### config.mk
export PLATFORM = sky130hd
export DESIGN_NAME = life_manager
export DESIGN_NICKNAME = d
export VERILOG_FILES = /design/src/rtl/flappy_pkg.sv /design/src/rtl/frame_timer.sv /design/src/rtl/life_manager.sv
export SDC_FILE = /design/constraint.sdc
export NUM_CORES = 1
export LEC_CHECK = 0
export BUFFER_PORTS_ARGS = -buffer_cell sky130_fd_sc_hd__buf_2
export CAP_MARGIN = 10
export CORE_MARGIN = 2
export CORE_UTILIZATION = 35
export DETAILED_ROUTE_END_ITERATION = 8
export PLACE_DENSITY = 0.51
export SYNTH_ARGS = -nofsm -noshare
export SYNTH_HDL_FRONTEND = slang
export SYNTH_SLANG_ARGS = --single-unit
### constraint.sdc
create_clock -name clk -period 1.75 [get_ports clk]
set_clock_uncertainty 0.05 [all_clocks]
set_input_delay 0.0875 -clock clk [delete_from_list [all_inputs] [get_ports clk]]
set_output_delay 0.0875 -clock clk [all_outputs]
set_load 0.005 [all_outputs]
### src/rtl/flappy_pkg.sv
// Shared game constants: FSM encoding, life width, defaults.
// Used by the life manager and the icon renderer.
package flappy_pkg;

  localparam int LIFE_W          = 4;
  localparam int TMR_W           = 8;
  localparam int DEF_INIT_LIVES  = 3;
  localparam int DEF_MAX_LIVES   = 9;
  localparam int ICON_PX         = 16;

  typedef enum logic [2:0] {
    ST_IDLE      = 3'd0,
    ST_PLAY      = 3'd1,
    ST_FREEZE    = 3'd2,
    ST_INVULN    = 3'd3,
    ST_GAME_OVER = 3'd4
  } state_e;

  function automatic logic [LIFE_W-1:0] sat_inc(
    input logic [LIFE_W-1:0] v,
    input logic [LIFE_W-1:0] mx
  );
    return (v >= mx) ? mx : v + 1'b1;
  endfunction

endpackage

### src/rtl/frame_timer.sv
// 8-bit loadable frame down-counter; expire flags the
// tick that takes it from 1 to 0.
module frame_timer
  import flappy_pkg::*;
(
  input  logic             clk,
  input  logic             rst_n,
  input  logic             frame_tick,
  input  logic             pause,
  input  logic             load,
  input  logic             clear,
  input  logic [TMR_W-1:0] load_val,
  output logic             expire
);

  logic [TMR_W-1:0] cnt_q;
  logic             tick_en;

  assign tick_en = frame_tick & ~pause;
  assign expire  = tick_en & (cnt_q == TMR_W'(1));

  always_ff @(posedge clk or negedge rst_n) begin
    if (!rst_n) begin
      cnt_q <= '0;
    end else if (clear) begin
      cnt_q <= '0;
    end else if (load) begin
      cnt_q <= load_val;
    end else if (tick_en && cnt_q != '0) begin
      cnt_q <= cnt_q - 1'b1;
    end
  end

endmodule

### src/rtl/life_manager.sv
// Life count owner: hit -> freeze -> blink -> play cycle,
// game over, and frame-synchronous life icon count.
module life_manager
  import flappy_pkg::*;
#(
  parameter int INIT_LIVES     = DEF_INIT_LIVES,
  parameter int MAX_LIVES      = DEF_MAX_LIVES,
  parameter int RESPAWN_FRAMES = 60,
  parameter int INVULN_FRAMES  = 120,
  parameter int BLINK_FRAMES   = 8
) (
  input  logic              clk,
  input  logic              rst_n,
  input  logic              frame_tick,
  input  logic              game_start,
  input  logic              hit,
  input  logic              bonus,
  input  logic              pause,
  output logic [LIFE_W-1:0] life_number,
  output logic              bird_visible,
  output logic              invulnerable,
  output logic              respawn_req,
  output logic              game_over,
  output logic [2:0]        state
);

  localparam logic [LIFE_W-1:0] INIT_L = LIFE_W'(INIT_LIVES);
  localparam logic [LIFE_W-1:0] MAX_L  = LIFE_W'(MAX_LIVES);
  localparam logic [TMR_W-1:0]  RESP_F = TMR_W'(RESPAWN_FRAMES);
  localparam logic [TMR_W-1:0]  INV_F  = TMR_W'(INVULN_FRAMES);
  localparam logic [TMR_W-1:0]  BLK_F  = TMR_W'(BLINK_FRAMES);

  state_e            state_q, state_d;
  logic [LIFE_W-1:0] lives_q, lives_d;
  logic [LIFE_W-1:0] life_num_q;
  logic              vis_q, vis_d;
  logic              resp_q, resp_d;
  logic              hit_q;

  logic             hit_rise, bonus_v;
  logic             m_load, m_exp, b_load, b_exp, t_clr;
  logic [TMR_W-1:0] m_val;

  // pause discards events but hit_q keeps tracking below
  assign hit_rise = hit & ~hit_q & ~pause;
  assign bonus_v  = bonus & ~pause;

  frame_timer u_main (
    .clk        (clk),
    .rst_n      (rst_n),
    .frame_tick (frame_tick),
    .pause      (pause),
    .load       (m_load),
    .clear      (t_clr),
    .load_val   (m_val),
    .expire     (m_exp)
  );

  frame_timer u_blink (
    .clk        (clk),
    .rst_n      (rst_n),
    .frame_tick (frame_tick),
    .pause      (pause),
    .load       (b_load),
    .clear      (t_clr),
    .load_val   (BLK_F),
    .expire     (b_exp)
  );

  always_ff @(posedge clk or negedge rst_n) begin
    if (!rst_n) begin
      state_q <= ST_IDLE;
    end else begin
      state_q <= state_d;
    end
  end

  always_comb begin
    state_d = state_q;
    lives_d = lives_q;
    vis_d   = vis_q;
    resp_d  = 1'b0;
    m_load  = 1'b0;
    m_val   = RESP_F;
    b_load  = 1'b0;
    t_clr   = 1'b0;
    unique case (state_q)
      ST_IDLE, ST_GAME_OVER: begin
        vis_d = 1'b1;
        if (game_start) begin
          state_d = ST_PLAY;
          lives_d = INIT_L;
          t_clr   = 1'b1;
        end
      end
      ST_PLAY: begin
        if (hit_rise) begin
          lives_d = bonus_v ? lives_q : lives_q - 1'b1;
          if (lives_d == '0) begin
            state_d = ST_GAME_OVER;
          end else begin
            state_d = ST_FREEZE;
            m_load  = 1'b1;
          end
        end else if (bonus_v) begin
          lives_d = sat_inc(lives_q, MAX_L);
        end
      end
      ST_FREEZE: begin
        if (bonus_v) lives_d = sat_inc(lives_q, MAX_L);
        if (m_exp) begin
          state_d = ST_INVULN;
          m_load  = 1'b1;
          m_val   = INV_F;
          b_load  = 1'b1;
          resp_d  = 1'b1;
        end
      end
      ST_INVULN: begin
        if (bonus_v) lives_d = sat_inc(lives_q, MAX_L);
        if (m_exp) begin
          state_d = ST_PLAY;
          vis_d   = 1'b1;
          t_clr   = 1'b1;
        end else if (b_exp) begin
          vis_d  = ~vis_q;
          b_load = 1'b1;
        end
      end
      default: state_d = ST_IDLE;
    endcase
  end

  always_ff @(posedge clk or negedge rst_n) begin
    if (!rst_n) begin
      lives_q    <= INIT_L;
      life_num_q <= INIT_L;
      vis_q      <= 1'b1;
      resp_q     <= 1'b0;
      hit_q      <= 1'b0;
    end else begin
      lives_q <= lives_d;
      vis_q   <= vis_d;
      resp_q  <= resp_d;
      hit_q   <= hit;
      // GAME_OVER holds lives at 0, so the row blanks on the next tick
      if (frame_tick) life_num_q <= lives_q;
    end
  end

  always_comb begin
    life_number  = life_num_q;
    bird_visible = vis_q;
    respawn_req  = resp_q;
    invulnerable = (state_q == ST_FREEZE) || (state_q == ST_INVULN);
    game_over    = (state_q == ST_GAME_OVER);
    state        = state_q;
  end

endmodule

==> summary.txt, run 1 <==
Worst setup path
  – Critical-path top delay cell: dfstp_2
  – CP cell instances: inv_2 > ha_4 > a31o_4 > o2111ai_4 > and2_4 > a2111oi_4
  – Worst setup EP type: flop
  – Worst path max stage delay: roughly 0.56 ns
  – Crit start category: flop
  – CP required: 1.88 ns
  – Crit Path Class: flop to flop
  – Crit path max fanout: 4
  – Critical path arrival: 1.87 ns

Timing
  – Final setup fails: 0
  – Final worst slack: roughly 0.0088 ns
  – Max transition margin: 51.65%
  – Slew @ Worst Pin: 0.7252 ns
  – Maximum clock frequency: 574.3 MHz
  – Unrepaired setup endpoints after global routing: yes
  – Post-route clock period utilization: 99.50%
  – Minimum clock period: 1.741 ns
  – Final hold violation count: 0
  – Max Slew Vio Count: 0

Die
  – Die W: 77.30 um
  – Ports: 18
  – Initial Utilization: 36.59%
  – Core Area: 5140 um2
  – Die footprint: 5975 um2
  – Row cnt: 26
  – Height of the die: 77.30 um

Power and ir drop
  – Net Sw Frac: between 40% and 50%
  – Lkg Pwr: 0.001143 uW
  – Flop pwr share: 30.0%
  – Cell Pwr Density: 1636 nW/um2
  – Combinational power share: 56.2%
  – Internal: 2529 uW
  – Net Sw Power: 1724 uW
  – Worst ir drop on vdd: just over 0.0007 V
  – Clock share of power: between 10% and 20%

Synthesis
  – Avg Synthesized Cell Area: 9.403 um2
  – Asr flop ratio synth: 100.0%
  – Post-synthesis sequential area ratio: 40.25%
  – Post-synthesis net count: 216
  – FF+latch count, synth: 30
  – Synthesized area: 1881 um2
  – Syn Inst Count: 200
  – Post-synth cell types: 53
  – EDFF count, synth: 0
  – Yosys warnings: 0
  – Primary FF master, synth: dfrtp_1

Global routing
  – Largest net degree at the start of global routing: 31
  – Grt ovf: 0
  – Met3 GRT Util: slightly below 4%
  – GR peak layer: met2
  – Initial antenna violation count: 0
  – Global-route wire length before repair: 8.004 mm
  – GR Util met1: 23.10%
  – Global-route total usage across every layer: 16.87%
  – Met2 GRT Util: 26.09%
  – Number of global-route vias before repair: 1645

Cells and area
  – Final Core Density: just over 50%
  – Fill cells: 512
  – # diodes: 0
  – Layout cells sized above 1: 38.85%
  – Layout area overhead: 38.19%
  – Nets: 275

Route
  – DRC: 0
  – Wirelength per Cell: ~14 um
  – Total Routed Length: ~4.7 mm
  – Routed Antenna Nets: 0
  – Via/cell ratio: a little over 5
  – Vias: 1662
  – Drt first pass iters: 4
  – Starting DRT DRC Count: 77

Job
  – MaxCap Viol Count: 0

CTS
  – Worst-path clk slew: around 0.070 ns
  – CTS root buffer: clkbuf_8
  – TritonCTS buffer count: 5
  – CTS tree: built
  – Clk_lat worst skew: 0.28 ns
  – Clock buffer depth: 2
  – Clock sinks: 30
  – H-tree lvl count: 2

Place
  – Pre-CTS setup slack: -0.02005 ns
  – # port buffers: 17
  – Routability cong.: 0.7890
  – DP HPWL: roughly 3.4 mm

Status
  – Outcome: completed

Worst hold path
  – Hold WC Path Type: input pin to flop
==> cells in the mapped netlist, types with 3 or more instances <==
library cell | number | area [um2]
a21oi_1 | 12 | 60.06
a31oi_1 | 3 | 18.77
dfrtp_1 | 25 | 625.6
dfstp_2 | 5 | 131.4
ha_1 | 9 | 112.6
inv_1 | 10 | 37.54
mux2_2 | 4 | 45.04
nand2_1 | 17 | 63.81
nand2b_1 | 4 | 25.02
nand3_1 | 5 | 25.02
nor2_1 | 21 | 78.83
nor2b_1 | 5 | 31.28
nor3_1 | 10 | 50.05
o21ai_0 | 9 | 45.04
xnor2_1 | 5 | 43.79
xor2_1 | 7 | 61.31
==> cells by family after synthesis <==
group	synth area share (%)
mux	2.395
compound gates	17.63
fa+ha+maj	5.988
flops	40.25
xor+xnor	5.589
buf+inv	3.260
simple gates	24.88
==> registers in the layout, summed over array words and instances (netlist names) <==
name           count
lives_q            4
bird_visible       1
state              3
u_main.cnt_q       8
respawn_req        1
hit_q              1
life_number        4
u_blink.cnt_q      8
==> timing repair <==
action / in CTS / in global routing
buffers inserted: 2 / 4
pin swaps: 4 / 8
hold buffers: 3 / 0
resized for setup: 11 / 17
endpoints found under the setup margin: 6 / 20
hold endpoints to repair: 27 / 0
==> power groups by stage <==
stage / clock network [uW] / registers, uW / logic [uW]
after floorplan: 0 / 1270 / 1200
after global placement: 0 / 1270 / 2000
after detailed placement: 0 / 1270 / 2010
after CTS: 611 / 1270 / 2160
after global routing: 641 / 1320 / 2640
final: 585 / 1280 / 2390
==> worst max-delay path: cells and delay by family (launching register included) <==
family | cells | cell delay, ns
flops | 1 | 0.56
compound gates | 3 | 0.48
fa+ha+maj | 1 | 0.26
buf+inv | 1 | 0.05
simple gates | 1 | 0.23
==> area by class of cell <==
class	instances	area, um2	share of cell area, %
clock buffer	7	86.33	3.322
clock inverter	1	5.005	0.1926
inverter	10	37.54	1.444
multi-input combinational	156	1232	47.42
sequential	30	757.0	29.13
tap	70	87.58	3.370
timing repair buffer	56	392.9	15.12
==> per-layer routing <==
metal | vias up | part of all wire, %
met1 | 799 | 51
li1 | 839 | -
met5 | - | 0
met2 | 19 | 46
met3 | 5 | 2.4
met4 | 0 | 1.3
==> worst paths after layout <==
path                         startpoint               to  slack [ns]  depth (start not counted)
hold / removal               frame_tick   life_number[2]        0.10                          2
max in group asynchronous         rst_n   life_number[2]        0.83                          2
setup / recovery             lives_q[0]  u_main.cnt_q[1]       0.009                          6
hold reg to reg            bird_visible     bird_visible        0.47                          2
min in group asynchronous         rst_n  u_main.cnt_q[4]        0.35                          2
setup reg to reg             lives_q[0]  u_main.cnt_q[1]       0.009                          6
==> placed cells by master, fill, tap and decap left out, types with 4 or more instances in the layout <==
| cell | count |
|---|---|
| inv_2 | 4 |
| nor3_1 | 8 |
| mux2_2 | 4 |
| buf_2 | 17 |
| nand2b_1 | 4 |
| buf_4 | 34 |
| nand2_1 | 17 |
| inv_1 | 6 |
| o21ai_0 | 8 |
| dfrtp_1 | 25 |
| ha_1 | 7 |
| a21oi_1 | 10 |
| xor2_1 | 7 |
| clkbuf_8 | 6 |
| nor2_1 | 20 |
| nor2b_1 | 5 |
| xnor2_1 | 5 |
| dfstp_2 | 5 |
| nand3_1 | 5 |
==> metrics by stage <==
stage	hold WS [ns]	total power [uW]	instances	setup TNS, ns	area, um2
after detailed placement	0.1322	3275	313	-0.03073	2282
final	0.1042	4253	330	0	2599
after global placement	0.1355	3272	313	0	2282
after floorplan	-0.2581	2477	200	-0.001220	1908
after CTS	0.09277	4040	326	0	2471
after global routing	0.09906	4598	330	-0.2978	2599
No activity file was read; power rests on OpenSTA's default activity.
==> run 2, diff against run 1 <==
--- a/config.mk
+++ b/config.mk
@@ -7,7 +7,7 @@
 export LEC_CHECK = 0
 export BUFFER_PORTS_ARGS = -buffer_cell sky130_fd_sc_hd__buf_2
 export CAP_MARGIN = 10
-export CORE_MARGIN = 2
+export CORE_MARGIN = 4
 export CORE_UTILIZATION = 35
 export DETAILED_ROUTE_END_ITERATION = 8
 export PLACE_DENSITY = 0.51
==> summary.txt, run 2 (synthesis results as in run 1) <==
Worst setup path
  – Crit path max fanout: 3 (-1)
  – Crit start category: flop
  – Worst R2R Start: u_main.cnt_q[0]
  – Critical Path Start: u_main.cnt_q[0]
  – Critical path arrival: 1.83 ns (-0.04 ns)
  – Worst r2r dst: u_main.cnt_q[7]
  – Worst setup EP type: flop
  – Worst path max stage delay: 0.41 ns (-0.15 ns)
  – Worst Path Buf+Inv: 1 (unchanged)
  – Crit Path Class: flop to flop
  – FF-to-FF path depth: 7 (+1)
  – CP delay by family, top: simple AND/OR/NAND/NOR gates
  – CP required: 1.89 ns (about the same)
  – CP cell instances: inv_2 > ha_4 > or3b_4 > o2111ai_4 > nor3_2 > xnor2_1 > nor3_1
  – R2R setup slack: 0.06 ns (+0.05 ns)
  – Critical-path top delay cell: dfrtp_1

Place
  – Placed Cells: 312 (-0.32%)
  – Placement Cell Area: 2275 um2 (-0.33%)
  – # port buffers: 17 (unchanged)
  – Routability cong.: 0.8068 (+2.3%)
  – DP HPWL: 3.395 mm (+0.17%)

Worst hold path
  – Worst hold stages: 2 (unchanged)
  – Hold Path Origin: frame_tick
  – Hold WC Path Type: input pin to flop
  – Hold Path Sink: life_number[2]

CTS
  – TritonCTS buffer count: 5 (unchanged)
  – Worst-path clk slew: 0.07 ns (about the same)
  – Clock buffer depth: 2 (unchanged)
  – Clk_lat worst skew: 0.28 ns (about the same)
  – Clock sinks: 30 (unchanged)
  – H-tree lvl count: 2 (unchanged)
  – CTS tree: built
  – CTS root buffer: clkbuf_8

Status
  – Outcome: completed

Global routing
  – Global-route wire length before repair: 8.024 mm (+0.25%)
  – Global-route total usage across every layer: 15.91% (-0.96 points)
  – Grt ovf: 0 (unchanged)
  – Number of global-route vias before repair: 1680 (+2.1%)
  – Largest net degree at the start of global routing: 31 (unchanged)
  – Initial antenna violation count: 0 (unchanged)

Power and ir drop
  – Cell Pwr Density: 1617 nW/um2 (-1.2%)
  – Worst ir drop on vdd: 0.0007667 V (+5.9%)
  – Internal: 2450 uW (-3.1%)
  – Lkg Pwr: 0.001114 uW (-2.5%)
  – Flop pwr share: 30.3% (+0.3 points)
  – Pwr Total: 4133 uW (-2.8%)
  – Net Sw Frac: 40.71% (+0.18 points)
  – Combinational power share: 55.6% (-0.6 points)
  – Clock share of power: 14.1% (+0.3 points)
  – Net Sw Power: 1683 uW (-2.4%)

Timing
  – Final hold violation count: 0 (unchanged)
  – Post-route clock period utilization: 96.65% (-2.8 points)
  – Slew @ Worst Pin: 0.7102 ns (-0.01500 ns)
  – Max Slew Vio Count: 0 (unchanged)
  – Final setup fails: 0 (unchanged)
  – Maximum clock frequency: 591.2 MHz (+2.9%)
  – Minimum clock period: 1.691 ns (-0.04977 ns)
  – Tightest hold margin: 0.1099 ns (+0.005758 ns)
  – Unrepaired setup endpoints after global routing: yes
  – Max transition margin: 52.65% (+1.0 points)

Route
  – Met3 wire length: 164 um (+45%)
  – Drt first pass iters: 4 (unchanged)
  – DRC: 0 (unchanged)
  – Via/cell ratio: 5.028 (-0.17%)
  – M1 WL: 2.142 mm (-11%)
  – Routed Antenna Nets: 0 (unchanged)
  – Vias: 1634 (-1.7%)
  – Wirelength per Cell: 14.26 um (-0.71%)
  – Met2 wire length: 2.277 mm (+5.6%)
  – Starting DRT DRC Count: 53 (-31%)
  – Total Routed Length: 4.633 mm (-2.2%)
  – Highest routed layer: met4

Cells and area
  – Nets: 270 (-1.8%)
  – Most frequent cells in the layout: buf_4 (30), dfrtp_1 (25), nor2_1 (21)
  – Fill cells: 476 (-7.0%)
  – Layout area overhead: 35.93%
  – Most common cell after layout, fill and taps aside: buf_4
  – # diodes: 0 (unchanged)
  – Largest registers: u_blink.cnt_q: 8 flops, u_main.cnt_q: 8 flops
  – Finished Cell Area: 2556 um2 (-1.6%)
  – Non-Filler Instances: 325 (-1.5%)
  – Layout cells sized above 1: 37.65% (-1.2 points)

Job
  – MaxCap Viol Count: 0 (unchanged)

Die
  – Height of the die: 81.30 um (+5.2%)
  – Die footprint: 6610 um2 (+11%)
  – Core Area: 5172 um2 (+0.63%)
  – Initial Utilization: 36.36% (-0.23 points)
  – Ports: 18 (unchanged)
  – Die W: 81.30 um (+5.2%)
  – Row cnt: 26 (unchanged)
[run 2: cell count changes in the layout (fill, tap and decap cells not counted), sizes merged]
cell  before  now
buf       53   48
[run 2: worst max path at each step]
stage | endpoint | slack, ns | cells after the start
2_1_floorplan | u_main.cnt_q[6] | -0.001 | 7
3_3_place_gp | u_main.cnt_q[7] | -0.03 | 7
3_5_place_dp | u_main.cnt_q[6] | -0.05 | 6
4_1_cts | u_main.cnt_q[7] | 0.0005 | 7
5_1_grt | u_main.cnt_q[7] | -0.02 | 7
6_report | u_main.cnt_q[7] | 0.06 | 7
[run 2: layout make-up]
| type | count | area (um2) | area share [%] |
|---|---|---|---|
| Multi-Input combinational cell | 156 | 1231 | 48.16 |
| Sequential cell | 30 | 757.0 | 29.61 |
| Timing Repair Buffer | 51 | 351.6 | 13.75 |
| Tap cell | 70 | 87.58 | 3.426 |
| Clock buffer | 7 | 86.33 | 3.377 |
| Inverter | 10 | 37.54 | 1.468 |
| Clock inverter | 1 | 5.005 | 0.1958 |
[run 2: timing repair]
item                                   CTS  global route
pin swaps                                4             6
buffers inserted                         2             1
endpoints found under the hold margin   27             0
hold buffers                             3             0
resized for setup                       12            19
gates cloned                             0             0
setup endpoints to repair                8            20
[run 2: routing by layer]
layer  track usage, %  vias up
met1            20.26      775
met3            4.656        6
met2            26.38       25
met5                0        -
li1                 -      828
met4            3.885        0
[run 2: through the flow]
step                      worst slack, ns   TNS [ns]  utilization (%)
after floorplan                 -0.001220  -0.001220                -
after global placement           -0.02878   -0.05292            43.98
after detailed placement         -0.05320    -0.1365            43.98
after CTS                       0.0005218          0            47.63
after global routing             -0.02410   -0.06130            49.42
final                             0.05860          0            49.42
[run 2: power by group through the flow]
stage,clock (uW),sequential [uW],combinational (uW)
final,582,1250,2300
after global placement,0,1250,2000
after CTS,602,1250,2130
after global routing,645,1300,2560
after detailed placement,0,1250,2000
after floorplan,0,1270,1200
==> run 3, diff against run 2 <==
--- a/config.mk
+++ b/config.mk
@@ -10,7 +10,7 @@
 export CORE_MARGIN = 4
 export CORE_UTILIZATION = 35
 export DETAILED_ROUTE_END_ITERATION = 8
-export PLACE_DENSITY = 0.51
+export PLACE_DENSITY = 0.49
 export SYNTH_ARGS = -nofsm -noshare
 export SYNTH_HDL_FRONTEND = slang
 export SYNTH_SLANG_ARGS = --single-unit
==> constraint.sdc (replaced) <==
create_clock -name clk -period 2.15 [get_ports clk]
set_clock_uncertainty 0.05 [all_clocks]
set_input_delay 0.1075 -clock clk [delete_from_list [all_inputs] [get_ports clk]]
set_output_delay 0.1075 -clock clk [all_outputs]
set_load 0.005 [all_outputs]
==> summary.txt, run 3 (synthesis results as in run 1) <==
Worst setup path
  – Crit Path Class: flop to flop
  – Worst Path Buf+Inv: 1 (unchanged)
  – Critical path arrival: 2.14 ns (+0.31 ns)
  – Crit path max fanout: 8 (+5)
  – CP delay by family, top: compound AO/OA/AOI/OAI gates
  – Crit start category: flop
  – Worst setup EP type: flop
  – CP cell instances: inv_1 > ha_1 > a31o_2 > o2111ai_1 > nand2_1 > a31oi_1
  – Critical-path top delay cell: dfstp_2
  – Worst path max stage delay: 0.61 ns (+0.20 ns)
  – CP required: 2.30 ns (+0.41 ns)

Die
  – Die footprint: 6610 um2 (unchanged)
  – Ports: 18 (unchanged)
  – Height of the die: 81.30 um (unchanged)
  – Row cnt: 26 (unchanged)
  – Die W: 81.30 um (unchanged)
  – Initial Utilization: 36.36% (unchanged)
  – Core Area: 5172 um2 (unchanged)

Timing
  – Maximum clock frequency: 501.8 MHz (-15%)
  – Final hold violation count: 0 (unchanged)
  – Setup total negative slack: 0 ns (unchanged)
  – Max transition margin: 54.35% (+1.7 points)
  – Max Slew Vio Count: 0 (unchanged)
  – Post-route clock period utilization: 92.68% (-4.0 points)
  – Final setup fails: 0 (unchanged)
  – Slew @ Worst Pin: 0.6848 ns (-0.02539 ns)
  – Unrepaired setup endpoints after global routing: no
  – Minimum clock period: 1.993 ns (+0.3013 ns)
  – Final worst slack: 0.1573 ns (+0.09869 ns)

Route
  – Met3 wire length: 207 um (+26%)
  – Routed Antenna Nets: 0 (unchanged)
  – DRC: 0 (unchanged)
  – Met2 wire length: 1.820 mm (-20%)
  – Via/cell ratio: 5.140 (+2.2%)
  – Starting DRT DRC Count: 94 (+77%)
  – Vias: 1542 (-5.6%)
  – Drt first pass iters: 4 (unchanged)
  – Wirelength per Cell: 14.14 um (-0.83%)
  – M1 WL: 2.189 mm (+2.2%)
  – Highest routed layer: met4
  – Total Routed Length: 4.241 mm (-8.5%)

Place
  – # port buffers: 17 (unchanged)
  – Placed Cells: 289 (-7.4%)
  – Routability cong.: 0.7778 (-3.6%)
  – Pre-CTS setup slack: 0.1649 ns (+0.2181 ns)
  – DP HPWL: 3.100 mm (-8.7%)
  – Placement Cell Area: 2074 um2 (-8.8%)

Cells and area
  – FF/Latch Area: 757.0 um2 (unchanged)
  – Nets: 245 (-9.3%)
  – Multi-input logic area: 1072 um2 (-13%)
  – Final Core Density: 42.65% (-6.8 points)
  – Finished Cell Area: 2206 um2 (-14%)
  – Fill cells: 535 (+12%)
  – # diodes: 0 (unchanged)
  – Most common cell after layout, fill and taps aside: dfrtp_1
  – Layout area overhead: 17.30%
  – Non-Filler Instances: 300 (-7.7%)
  – Most frequent cells in the layout: dfrtp_1 (25), nor2_1 (21), nand2_1 (17), buf_2 (17), a21oi_1 (12)
  – Largest registers: u_blink.cnt_q: 8 flops, u_main.cnt_q: 8 flops
  – Layout cells sized above 1: 22.61% (-15 points)

Global routing
  – Grt ovf: 0 (unchanged)
  – Initial antenna violation count: 0 (unchanged)
  – Largest net degree at the start of global routing: 31 (unchanged)
  – Global-route wire length before repair: 7.327 mm (-8.7%)
  – Number of global-route vias before repair: 1485 (-12%)
  – Global-route total usage across every layer: 14.47% (-1.4 points)

Power and ir drop
  – Worst ir drop on vdd: 0.0005530 V (-28%)
  – Lkg Pwr: 0.0009619 uW (-14%)
  – Cell Pwr Density: 1280 nW/um2 (-21%)

CTS
  – Clk_lat worst skew: 0.28 ns (about the same)
  – Clock sinks: 30 (unchanged)
  – CTS tree: built
  – CTS root buffer: clkbuf_8
  – TritonCTS buffer count: 5 (unchanged)
  – H-tree lvl count: 2 (unchanged)
  – Worst-path clk slew: 0.07 ns (about the same)
  – Clock buffer depth: 2 (unchanged)

Worst hold path
  – Hold WC Path Type: input pin to flop

Status
  – Outcome: completed

Job
  – MaxCap Viol Count: 0 (unchanged)
-- run 3: path summary, 6_finish.rpt --
path | start | endpoint | slack (ns) | cells after the start
setup reg to reg | lives_q[1] | u_main.cnt_q[3] | 0.16 | 6
max in group asynchronous | rst_n | u_main.cnt_q[0] | 1.25 | 2
hold / removal | frame_tick | life_number[0] | 0.12 | 2
setup / recovery | lives_q[1] | u_main.cnt_q[3] | 0.16 | 6
hold reg to reg | life_number[2] | life_number[2] | 0.46 | 1
min in group asynchronous | rst_n | lives_q[2] | 0.35 | 2
-- run 3: worst reg2reg max path: cells and delay by family (launching register included) --
family	cells	cell delay (ns)
AO/OA/AOI/OAI	3	0.62
adder cells (fa/ha/maj)	1	0.32
buffers and inverters	1	0.10
flip-flops	1	0.61
AND/OR/NAND/NOR	1	0.22
-- run 3: metal layers --
layer	vias up	track usage, %
li1	784	-
met1	720	21.39
met2	36	20.36
met3	2	3.991
met4	0	4.054
met5	-	0
-- run 3: where the power goes --
group	internal, uW	total, uW	switching, uW	leakage, uW
sequential	815	1090	274	0.000371
clock	258	476	218	0.0000482
combinational	576	1260	683	0.000542
-- run 3: repair_timing --
item	CTS	global route
setup buffers	0	0
setup endpoints to repair	0	8
endpoints found under the hold margin	27	0
hold buffers	3	0
resized for setup	0	3
-- run 3: per-stage QoR --
step	hold slack (ns)	total power [uW]
2_1_floorplan	-0.2381	1968
3_3_place_gp	0.1505	2338
3_5_place_dp	0.1466	2337
4_1_cts	0.1259	2829
5_1_grt	0.1428	3076
6_report	0.1250	2823
-- run 3: area by class of cell --
class / count / share of cell area [%]
tap: 70 / 3.970
sequential: 30 / 34.32
clock buffer: 7 / 3.914
clock inverter: 1 / 0.2269
timing repair buffer: 26 / 7.260
inverter: 10 / 1.702
multi-input combinational: 156 / 48.61
